**src/rtl/mod_stream_pkg.sv**
```systemverilog
// Shared types and default widths for the modular stream checker.
// Holds the frame-state encoding and the default parameter values.
package mod_stream_pkg;

  typedef enum logic [1:0] {
    IDLE = 2'd0,
    RUN  = 2'd1,
    ERR  = 2'd2
  } state_t;

  localparam int DW_DEFAULT = 4;
  localparam int CW_DEFAULT = 8;

endpackage

```
**src/rtl/mod_step.sv**
```systemverilog
// One MSB-first residue step: (2*residue + bit_in) mod n.
// Relies on residue < n, so a single conditional subtract is enough.
module mod_step
  import mod_stream_pkg::*;
#(
  parameter int DW = DW_DEFAULT
) (
  input  logic [DW-1:0] residue,
  input  logic          bit_in,
  input  logic [DW-1:0] n,
  output logic [DW-1:0] next_residue
);

  logic [DW:0]   doubled;
  logic [DW-1:0] diff;

  assign doubled      = {residue, bit_in};
  // When doubled >= n the true difference is < n, so it fits in DW bits.
  assign diff         = DW'(doubled - {1'b0, n});
  assign next_residue = (doubled >= {1'b0, n}) ? diff : doubled[DW-1:0];

endmodule

```
**config.mk**
```make
export PLATFORM = sky130hd
export DESIGN_NAME = mod_step
export DESIGN_NICKNAME = d
export VERILOG_FILES = /design/src/rtl/mod_stream_pkg.sv /design/src/rtl/mod_step.sv
export SDC_FILE = /design/constraint.sdc
export NUM_CORES = 1
export LEC_CHECK = 0
export CAP_MARGIN = 20
export CORE_AREA = 2 2 39 41
export DETAILED_ROUTE_END_ITERATION = 7
export DIE_AREA = 0 0 41 43
export PLACE_DENSITY = 0.45
export SYNTH_ARGS = -nofsm -noshare
export SYNTH_HDL_FRONTEND = slang
export SYNTH_SLANG_ARGS = --single-unit
```
**constraint.sdc**
```tcl
create_clock -name vclk -period 4.5
set_clock_uncertainty 0.05 [all_clocks]
set_input_delay 0.675 -clock vclk [all_inputs]
set_output_delay 0.675 -clock vclk [all_outputs]
set_load 0.01 [all_outputs]
```
==> results of run 1 <==
worst min path at each step:
stage / start / endpoint / cells past startpoint
2_1_floorplan: residue[0] / next_residue[1] / 1
6_report: bit_in / next_residue[0] / 4
5_1_grt: bit_in / next_residue[0] / 4
4_1_cts: bit_in / next_residue[0] / 4
3_5_place_dp: bit_in / next_residue[0] / 4
3_3_place_gp: bit_in / next_residue[0] / 4
synthesized netlist by cell type, drive strengths merged:
library cell	instances	area, sq um
nand2	1	3.750
nor4	3	18.77
fa	1	20.02
nor3	1	5.000
mux2i	1	10.01
mux2	2	30.03
ha	4	50.05
nor3b	1	7.510
a22o	1	10.01
o21ai	4	20.01
nor2	2	7.510
xor2	1	8.760
inv	5	18.77
a21oi	3	15.01
critical path, cell delays in order:
cell and delay (ns):
clkdlybuf4s50_1 0.45, ha_1 0.25, nor4_1 0.32, a22o_2 0.25
mux2_4 0.30, clkdlybuf4s50_1 0.47
report_power, final:
group	internal, mW	switching (mW)
Combinational	0.0329	0.0212
Clock	0	0
Sequential	0	0
per-stage QoR:
step	instance area (sq um)	std cells	setup slack, ns	total power [mW]	util (%)
final	375.4	59	1.054	0.05404	27.12
after global routing	375.4	59	0.9072	0.05987	27.12
after CTS	375.4	59	1.061	0.05484	27.12
after detailed placement	375.4	59	1.074	0.05463	27.12
after global placement	375.4	59	1.073	0.05468	27.12
after floorplan	225.2	30	2.018	0.02975	-
final cells by class:
cell class / count / area share [%]
timing repair buffer: 13 / 34.67
multi-input combinational: 25 / 55.00
inverter: 5 / 5.000
tap: 16 / 5.333
cells by family (layout without fill, tap and decap cells):
group	count (synthesis)	count (layout)
compound gates	8	8
xor+xnor	1	1
fa+ha+maj	5	5
buf+inv	5	18
mux	3	3
simple gates	8	8
per-layer routing:
layer  wire (um)  share of wire (%)  vias up  global-route usage, %
met5           0                  0        -                      0
met4           0                  0        0                      0
met3          27                5.4        0                      0
met2         233                 47        8                  10.94
met1         238                 48      118                  8.571
li1            -                  -      135                      -
==> summary.txt, run 1 <==
Layout
  • Syn-to-layout area delta: 66.67%
  • Fillers: 162
  • Clock Buffer Count: 0
  • Share of post-route cells with drive strength above 1: 6.977%
  • Commonest non-fill, non-tap cell in the layout: clkdlybuf4s50_1
  • Most frequent cells in the layout: clkdlybuf4s50_1, inv_1, ha_1
  • Final nets: 59
  • # diodes: 0
  • Seq_cells: 0
  • Reg area: 0 sq um
  • Multi-input gate area: 206.4 sq um

Pwr
  • Pwr dens: 144.0 nW/um^2
  • Worst IR Drop VDD: 0.02749 mV
  • Lkg Pwr: 0.1606 nW

Synth
  • Cells after synthesis: 30
  • Syn Area/Cell: 7.507 sq um
  • Post-Synth XOR/XNOR Area: 3.889%
  • Synth Area in Compound Gates: 20.00%
  • Yosys cell types: 15
  • Post-synthesis adder-cell area fraction: 31.11%
  • Sequential area share after synthesis: 0%
  • Synth Warn #: 0
  • Net count after synthesis: 44
  • Mapped Area: 225.2 sq um
  • Simple-gate share of the synthesized area: 18.89%
  • Mux contribution to synthesized area: 17.78%
  • Largest family of logic cells by synthesized area: adder cells

Route
  • Wirelength, routed: 498 um
  • First drt pass iteration count: 4
  • DR iter-0 viols: 3
  • Post-route ant nets: 0
  • Routed len/inst: 8.441 um
  • Drt drc: 0
  • Vias per inst: 4.424
  • Via Count: 261

GRT
  • Total Routing Usage GR: 6.200%
  • Largest net degree at the start of global routing: 6
  • Number of global-route vias before repair: 224
  • Initial antenna violation count: 0
  • Total grt overflow: 0
  • First-pass GRT wire length: 828 um

Die
  • Vert. Die Dim: 43 um
  • I/O Pins: 13
  • Die area: 1763 sq um
  • CORE AREA: 1384 sq um
  • Starting Density: 16.27%
  • Die width: 41 um
  • Row count: 14

Outcome
  • Status: completed

Setup path
  • Crit path capture: next_residue[1]
  • Worst setup startpoint: residue[2]
  • CP Class: in2out
  • CP Data Required Time: 3.77 ns
  • Crit Path Max Fanout: 4
  • Critical Path AT: 2.72 ns
  • Startpoint types: input port
  • CP Capture Type: primary output

STA
  • Slew margin rel.: 80.68%
  • Final hold violation count: 0
  • Worst-Margin Slew: 0.2871 ns
  • Hold_ws: 2.308 ns
  • Crit path time final: 3.446 ns
  • Setup TNS: 0 ns
  • # setup viols final: 0
  • Crit share post-route: 76.58%
  • Fmax: 0.2902 GHz
  • Unrepaired setup endpoints after global routing: no
  • Final slew viol count: 0

Clock network
  • Post-CTS Setup Bufs: 0
  • Cts hold-fix bufs: 0
  • Post-CTS Resized: 0

Placement
  • GPL Wtd Cong: 0.6768
  • Port buffer count: 13
  • DP HPWL: 443.5 um

Min path
  • Hold WC Path Type: in2out

Job
  • Max cap viols: 0
Note: power is estimated with default switching activity, not from simulation.
==> run 2: changes to the inputs <==
clock period = 3.2 ns   (was 4.5 ns; I/O delays follow)
==> run 2 against run 1 <==
  * Final cell count unchanged
  * Die area unchanged
  * Wire length shrank 2.0%
  * Highest routed layer unchanged
  * Critical path depth grew 2
  * Non-clock buffer count is the same
  * Via count down 1.9%
  * Combinational power is 41% higher
  * Total power up 40%
  * Core utilization unchanged
  * Critical endpoint is now next_residue[2]
  * Largest cell class unchanged
  * Sequential share of layout area unchanged
  * Critical path type unchanged
==> summary.txt, run 2 (synthesis gave the netlist of run 1 again) <==
Outcome
  • Status: completed

STA
  • Crit path time final: 3.009 ns
  • Slew margin rel.: 83.68%
  • Fmax: 0.3323 GHz
  • # setup viols final: 0
  • Unrepaired setup endpoints after global routing: no
  • Final hold violation count: 0
  • Hold_ws: 1.924 ns
  • Worst-Margin Slew: 0.2422 ns
  • Setup WS post-layout: 0.1909 ns
  • Setup TNS: 0 ns
  • Final slew viol count: 0
  • Crit share post-route: 94.03%

Route
  • First drt pass iteration count: 1
  • Via Count: 256
  • Wirelength, routed: 488 um
  • Vias per inst: 4.339
  • Routed len/inst: 8.271 um
  • Post-route ant nets: 0
  • Drt drc: 0
  • DR iter-0 viols: 0

Layout
  • # diodes: 0
  • Commonest non-fill, non-tap cell in the layout: clkdlybuf4s50_1
  • Most frequent cells in the layout: clkdlybuf4s50_1, inv_1, ha_1
  • Final nets: 59
  • Share of post-route cells with drive strength above 1: 6.977%
  • Syn-to-layout area delta: 66.67%
  • Cell Count, Final, Fillers Out: 59
  • Post-layout util: 27.12%
  • Design Area, Final: 375.4 sq um
  • Seq_cells: 0
  • Clock Buffer Count: 0
  • Reg area: 0 sq um

Pwr
  • Pwr Total: 0.07587 mW
  • Worst IR Drop VDD: 0.04104 mV
  • Pwr dens: 202.1 nW/um^2
  • Lkg Pwr: 0.1606 nW

Die
  • Vert. Die Dim: 43 um
  • CORE AREA: 1384 sq um
  • I/O Pins: 13
  • Die area: 1763 sq um
  • Starting Density: 16.27%
  • Die width: 41 um
  • Row count: 14

Job
  • Max cap viols: 0

Clock network
  • Post-CTS Resized: 0
  • Post-CTS Setup Bufs: 0
  • Cts hold-fix bufs: 0

Setup path
  • Startpoint types: input port
  • Slowest cell delay on critical path: 0.47 ns
  • CP Data Required Time: 2.67 ns
  • CP Class: in2out
  • CP Capture Type: primary output
  • Slowest-stage cell, CP: clkdlybuf4s50_1
  • Crit Path Max Fanout: 3
  • Critical Path AT: 2.48 ns
  • Worst path cell trace: clkdlybuf4s50_1, inv_1, ha_1, inv_1, fa_1, xor2_1, mux2_4, clkdlybuf4s50_1

Min path
  • Hold WC Path Type: in2out

Placement
  • Port buffer count: 13
  • Placed cell count: 59
  • Pre-CTS WS: 0.1772 ns
  • Placement Cell Area: 375.4 sq um
  • GPL Wtd Cong: 0.7344
  • DP HPWL: 447.3 um

GRT
  • Total grt overflow: 0
  • Largest net degree at the start of global routing: 6
  • First-pass GRT wire length: 779 um
  • Number of global-route vias before repair: 217
  • Total Routing Usage GR: 5.800%
  • Initial antenna violation count: 0
==> run 2: area by class of cell <==
cell class | count | area, sq um
fillers | 162 | 1008
inverters | 5 | 18.77
multi-input cells | 25 | 206.4
well taps | 16 | 20.02
repair buffers | 13 | 130.1
==> run 2: metal layers <==
metal	global-route usage, %	up-vias	share of wire, %
met4	0	0	0
met1	7.937	112	45
li1	-	138	-
met5	0	-	0
met3	0	0	6.8
met2	10.31	6	48
==> run 2: where the power goes <==
| group | leakage (nW) | internal (mW) | switching [mW] |
|---|---|---|---|
| logic | 0.161 | 0.0463 | 0.0296 |
| registers | 0 | 0 | 0 |
| clock network | 0 | 0 | 0 |
==> run 2: final timing paths <==
path	startpoint	slack (ns)	cells after the start	to
min	bit_in	1.92	4	next_residue[0]
max	bit_in	0.19	8	next_residue[2]
==> run 2: worst max-delay path, delay by kind of cell <==
family / cells / cell delay [ns]
XOR/XNOR: 1 / 0.17
adder cells (fa/ha/maj): 2 / 0.55
buffers and inverters: 4 / 1.01
multiplexers: 1 / 0.26
